$ cat src/rtl/local_mem_arbiter_if.sv
// local_mem_arbiter_if: requester-side bus of the local memory arbiter, all ports packed per field.
interface local_mem_arbiter_if #(
    parameter int NUM_PORTS = 2,
    parameter int ADDR_W = 30
);
    logic [NUM_PORTS-1:0] req, lock, we, gnt, rvalid, lock_abort;
    logic [NUM_PORTS*ADDR_W-1:0] addr;
    logic [NUM_PORTS*4-1:0] be;
    logic [NUM_PORTS*32-1:0] wdata;
    logic [31:0] rdata;
    modport master(output req, lock, we, addr, be, wdata, input gnt, rvalid, rdata, lock_abort);
    modport slave(input req, lock, we, addr, be, wdata, output gnt, rvalid, rdata, lock_abort);
endinterface

$ cat src/rtl/local_mem_arbiter.sv
// local_mem_arbiter: round-robin, lockable arbiter sharing one single-port local memory.
// Define LOCAL_MEM_ARB_LOCK_TIMEOUT_EN to force-release locks after MAX_LOCK_CYCLES.
module local_mem_arbiter #(
    parameter int NUM_PORTS = 2,
    parameter int ADDR_W = 30,
    parameter int MAX_LOCK_CYCLES = 16
) (
    input  logic clk,
    input  logic rst,
    local_mem_arbiter_if.slave bus,
    output logic mem_en,
    output logic [ADDR_W-1:0] mem_addr,
    output logic [3:0] mem_be,
    output logic [31:0] mem_data_in,
    input  logic [31:0] mem_data_out
);
    localparam int PW = $clog2(NUM_PORTS);
    logic [PW-1:0] rr_ptr, owner, sel, cand, nxt_ptr;
    logic [NUM_PORTS-1:0] gnt_c, rvalid_q;
    logic locked, lock_set, lock_clr, abort;

    // Scan from the far end so the port closest to rr_ptr is written last and wins.
    always_comb begin
        gnt_c = '0;
        sel = '0;
        cand = '0;
        if (locked) begin
            if (bus.req[owner]) begin
                gnt_c[owner] = 1'b1;
                sel = owner;
            end
        end else
            for (int j = NUM_PORTS - 1; j >= 0; j--) begin
                cand = PW'((int'(rr_ptr) + j) % NUM_PORTS);
                if (bus.req[cand]) begin
                    gnt_c = '0;
                    gnt_c[cand] = 1'b1;
                    sel = cand;
                end
            end
    end

    assign bus.gnt = rst ? gnt_c : '0;
    assign mem_en = |bus.gnt;
    assign mem_addr = rst ? bus.addr[sel*ADDR_W +: ADDR_W] : '0;
    assign mem_be = (mem_en && bus.we[sel]) ? bus.be[sel*4 +: 4] : 4'h0;
    assign mem_data_in = rst ? bus.wdata[sel*32 +: 32] : '0;
    assign bus.rdata = rst ? mem_data_out : '0;
    assign bus.rvalid = rvalid_q;
    assign lock_set = mem_en && bus.lock[sel];
    assign lock_clr = mem_en && locked && !bus.lock[sel];
    assign nxt_ptr = (sel == PW'(NUM_PORTS - 1)) ? '0 : sel + 1'b1;

    always_ff @(posedge clk or negedge rst)
        if (!rst) begin
            rr_ptr <= '0;
            owner <= '0;
            locked <= 1'b0;
            rvalid_q <= '0;
        end else begin
            rvalid_q <= bus.gnt & ~bus.we;
            if (mem_en && !locked) rr_ptr <= nxt_ptr;
            if (abort || lock_clr) locked <= 1'b0;
            else if (lock_set) begin
                locked <= 1'b1;
                owner <= sel;
            end
        end

`ifdef LOCAL_MEM_ARB_LOCK_TIMEOUT_EN
    localparam int CW = $clog2(MAX_LOCK_CYCLES + 1);
    logic [CW-1:0] lock_cnt;
    // A releasing owner access in the last cycle wins over the timeout.
    assign abort = locked && lock_cnt == CW'(MAX_LOCK_CYCLES - 1) && !lock_clr;
    assign bus.lock_abort = abort ? NUM_PORTS'(1) << owner : '0;
    always_ff @(posedge clk or negedge rst)
        if (!rst) lock_cnt <= '0;
        else lock_cnt <= (locked && !abort && !lock_clr) ? lock_cnt + 1'b1 : '0;
`else
    assign abort = 1'b0;
    assign bus.lock_abort = '0;
`endif
endmodule

$ cat src/flat_wrapper.sv
// flat-port wrapper written by rule: the top's interface ports become plain ports
module local_mem_arbiter_flat 
#(
    parameter int NUM_PORTS = 2,
    parameter int ADDR_W = 30,
    parameter int MAX_LOCK_CYCLES = 16
)
  (clk, rst, mem_en, mem_addr, mem_be, mem_data_in, mem_data_out, bus_req, bus_lock, bus_we, bus_addr, bus_be, bus_wdata, bus_gnt, bus_rvalid, bus_rdata, bus_lock_abort);
  local_mem_arbiter_if #(.NUM_PORTS(NUM_PORTS), .ADDR_W(ADDR_W)) bus_i ();
  input  logic clk;
  input  logic rst;
  output logic mem_en;
  output logic [ADDR_W-1:0] mem_addr;
  output logic [3:0] mem_be;
  output logic [31:0] mem_data_in;
  input  logic [31:0] mem_data_out;
  input wire logic [$bits(bus_i.req)-1:0] bus_req;
  input wire logic [$bits(bus_i.lock)-1:0] bus_lock;
  input wire logic [$bits(bus_i.we)-1:0] bus_we;
  input wire logic [$bits(bus_i.addr)-1:0] bus_addr;
  input wire logic [$bits(bus_i.be)-1:0] bus_be;
  input wire logic [$bits(bus_i.wdata)-1:0] bus_wdata;
  output wire logic [$bits(bus_i.gnt)-1:0] bus_gnt;
  output wire logic [$bits(bus_i.rvalid)-1:0] bus_rvalid;
  output wire logic [$bits(bus_i.rdata)-1:0] bus_rdata;
  output wire logic [$bits(bus_i.lock_abort)-1:0] bus_lock_abort;
  assign bus_i.req = bus_req;
  assign bus_i.lock = bus_lock;
  assign bus_i.we = bus_we;
  assign bus_i.addr = bus_addr;
  assign bus_i.be = bus_be;
  assign bus_i.wdata = bus_wdata;
  assign bus_gnt = bus_i.gnt;
  assign bus_rvalid = bus_i.rvalid;
  assign bus_rdata = bus_i.rdata;
  assign bus_lock_abort = bus_i.lock_abort;
  local_mem_arbiter #(.NUM_PORTS(NUM_PORTS), .ADDR_W(ADDR_W), .MAX_LOCK_CYCLES(MAX_LOCK_CYCLES)) u_core (.clk(clk), .rst(rst), .bus(bus_i), .mem_en(mem_en), .mem_addr(mem_addr), .mem_be(mem_be), .mem_data_in(mem_data_in), .mem_data_out(mem_data_out));
endmodule
$ cat config.mk
export PLATFORM = sky130hd
export DESIGN_NAME = local_mem_arbiter_flat
export DESIGN_NICKNAME = d
export VERILOG_FILES = /design/src/rtl/local_mem_arbiter_if.sv /design/src/rtl/local_mem_arbiter.sv /design/src/flat_wrapper.sv
export SDC_FILE = /design/constraint.sdc
export NUM_CORES = 1
export LEC_CHECK = 0
export ABC_CLOCK_PERIOD_IN_PS = 2300
export BUFFER_PORTS_ARGS = -buffer_cell sky130_fd_sc_hd__buf_2
export CAP_MARGIN = 10
export CORE_AREA = 2 2 107 109
export CTS_BUF_LIST = sky130_fd_sc_hd__clkbuf_2 sky130_fd_sc_hd__clkbuf_4 sky130_fd_sc_hd__clkbuf_8
export DETAILED_ROUTE_END_ITERATION = 6
export DIE_AREA = 0 0 109 111
export GPL_TIMING_DRIVEN = 0
export PLACE_DENSITY_LB_ADDON = 0.15
export SYNTH_ARGS = -nofsm -noshare
export SYNTH_HDL_FRONTEND = slang
export SYNTH_SLANG_ARGS = --single-unit
$ cat constraint.sdc
create_clock -name clk -period 2.3 [get_ports clk]
set_input_delay 0.23 -clock clk [delete_from_list [all_inputs] [get_ports clk]]
set_output_delay 0.23 -clock clk [all_outputs]
set_load 0.03 [all_outputs]
==> impl_metrics.py <==
metrics = {
    "global_route": {
        "grt_use_total_pct": 18.2,
        "grt_pass1_wl_um": 17900,
        "grt_max_degree": 11,
        "antenna_found_initial": 1,
        "gr-total-overflow": 0,
        "first_global_vias": 3631,
    },
    "worst_setup_path": {
        "critical_path_class": "flip-flop to output port",
        "cp-start-kind": "flip-flop",
        "crit_family": "buffers and inverters",
        "critPathMaxStageDelay_ns": 0.34,
        "cp_max_fo": 10,
        "worst-path-buf-inv": 4,
        "cp.required_ns": 2.07,
        "end_kind": "output port",
        "ff2ff_path_depth": 5,
        "cp_common_cell": "buf_2",
        "crit_cells": 7,
        "cp.arrival_ns": 1.99,
        "crit_chain": "buf_2, nor3b_4, buf_6, clkbuf_4, o31ai_1, a21oi_1, buf_2",
        "cp_slowest_cell": "dfrtp_1",
    },
    "sta": {
        "rsz0062_at_grt": "true",
        "setup-tns-final_ns": 0,
        "worstMarginPinSlew_ns": 0.572,
        "post-route-min-period_ns": 2.22,
        "finalWorstSetupSlack_ns": 0.0797,
        "clock_skew_ns": 0.00210,
        "slew_headroom_pct": 61.5,
        "hold_ws_ns": 0.245,
        "max_freq_mhz": 450,
        "timing.final.crit_share_pct": 96.5,
        "final-hold-violation-count": 0,
        "setup_viol": 0,
        "slew_violations": 0,
    },
    "floorplanning": {
        "core_area_sq_um": 11100,
        "fp.dieH_um": 111,
        "initial_core_util_pct": 18.8,
        "rows": 39,
        "die_w_um": 109,
        "die_area_sq_um": 12100,
        "ioPinCount": 277,
    },
    "hold_path": {
        "min_path_type": "input pin to flip-flop",
        "min_path_cells": 2,
    },
    "yosys": {
        "synth_seq_cells": 5,
        "async_reset_ff_share_pct": 100,
        "avgSynthCellArea_sq_um": 6.33,
        "synth_top_area_share_pct": 22.3,
        "synth_cell_type_count": 36,
        "synth_edf_count": 0,
        "synth-seq-area-share_pct": 6.01,
        "synth_flop_cell": "dfrtp_1",
        "syn_inst": 329,
        "netlist_area_sq_um": 2080,
        "synth.largest_area_cell": "o31ai_1",
        "yosys_warnings": 0,
        "synth_common_cells": "64 x a21oi_1, 62 x nand4_1, 62 x o31ai_1",
        "synth_most_common_cell": "a21oi_1",
        "synth_area_leaders": "o31ai_1 22%, nand4_1 19%, a21oi_1 15%",
    },
    "drt": {
        "ant_nets": 0,
        "detail_route.wl_per_cell_um": 15.8,
        "detail_route.vias_per_cell": 4.99,
        "drtIter0Drc": 284,
        "drtPass1Iterations": 4,
        "drc_errors": 0,
        "via_count": 3758,
        "drt-total-wl_um": 11900,
    },
    "power": {
        "total_power_uw": 2540,
        "peakVddDrop_v": 0.000246,
        "power_density_nw_per_um2": 679,
        "p_leak_uw": 0.00201,
    },
    "finish": {
        "seqCellArea_sq_um": 126,
        "fin_area_sq_um": 3730,
        "multi_input_area_sq_um": 1670,
        "fillers": 1238,
        "drive_gt1_share_pct": 51.2,
        "area_growth_pct": 79.2,
        "final_nets": 782,
    },
    "placement": {
        "placed_area_sq_um": 3640,
        "hpwl_um": 9610,
        "place_ws_ns": 0.0634,
        "routabilityCongestion": 0.750,
        "port_buffers": 274,
    },
    "clock_network": {
        "cts_setup_buffers": 0,
        "numClockSinks": 5,
        "clockBufferDepth": 2,
        "cts_root_buf": "clkbuf_8",
        "cts_inserted_buffers": 3,
        "cts_tree": "built",
        "cts_htree_levels": 1,
        "clk_pin_slew_ns": 0.04,
        "clk_latency_ns": 0.22,
    },
    "job": {
        "maxCapViolCount": 0,
    },
    "run_status": {
        "outcome": "completed",
    },
}
[kinds of logic after synthesis]
family,share of synthesized area (%)
compound gates,44.4
simple gates,34.4
other cells,0.180
mux,0.541
flops,6.01
buf+inv,14.5
[timing repair]
action                                  4_1_cts  5_1_grt
endpoints found under the hold margin         5        0
hold buffers                                  1        0
gates resized for setup                       3       14
endpoints found under the setup margin       30       39
[worst paths after layout]
| check | start | end | slack (ns) |
|---|---|---|---|
| setup / recovery | u_core.locked | mem_addr[8] | 0.08 |
| hold / removal | bus_we[1] | u_core.bus.rvalid[1] | 0.25 |
| setup reg to reg | u_core.locked | u_core.owner | 0.66 |
| hold reg to reg | u_core.owner | u_core.bus.rvalid[0] | 0.60 |
| max in group asynchronous | rst | u_core.owner | 1.63 |
| min in group asynchronous | rst | u_core.bus.rvalid[0] | 0.46 |
[layer usage]
layer  wire length (um)  global-route usage [%]  vias to the layer above  share of wire (%)
li1                   -                       -                     1862                  -
met1               4710                    21.5                     1720                 39
met2               6240                    34.7                      170                 52
met3                932                    3.12                        6                7.8
met4                 46                    1.28                        0               0.39
met5                  0                       0                        -                  0
[worst register-to-register path: stages, from the launching register on]
cell	delay (ns)
dfrtp_1	0.34
buf_2	0.18
nor2b_4	0.16
buf_4	0.18
nor4_1	0.51
a2bb2oi_1	0.20
[sequential cells by signal (all words and copies together), names as in the netlist]
register,count
u_core.bus.rvalid,2
u_core.locked,1
u_core.rr_ptr,1
u_core.owner,1
[power by group]
part	switching (uW)	internal, uW	leakage (uW)	total, uW
combinational	1470	734	0.00192	2210
sequential	37.8	119	0.0000608	157
clock	44.0	131	0.0000262	175
[area by class of cell]
type	instances	area share, %
clock buffers	4	1.31
multi-input cells	264	44.8
well taps	143	4.79
diodes	1	0.0670
flip-flops and latches	5	3.38
repair buffers	275	37.0
plain buffers	57	8.21
inverters	4	0.402
[per-stage QoR]
step	utilization, %	cells
2_1_floorplan	-	330
3_3_place_gp	32.8	747
3_5_place_dp	32.8	747
4_1_cts	33.5	752
5_1_grt	33.7	753
6_report	33.7	753
[cells in the final DEF (no fill, tap or decap), types with 2 or more instances in the layout]
cell type and instances:
buf_2 285, a21oi_1 64, nand4_1 62, o31ai_1 62
and2_1 32, clkbuf_1 24, nand2_1 10, buf_4 6
clkbuf_4 5, buf_6 5, nor4_1 5, buf_1 4
a31oi_1 4, o21ba_1 4, dfrtp_1 4, inv_1 3
clkbuf_2 3, clkbuf_8 3, nor2_1 2, conb_1 2
Note: power is estimated with default switching activity, not from simulation.
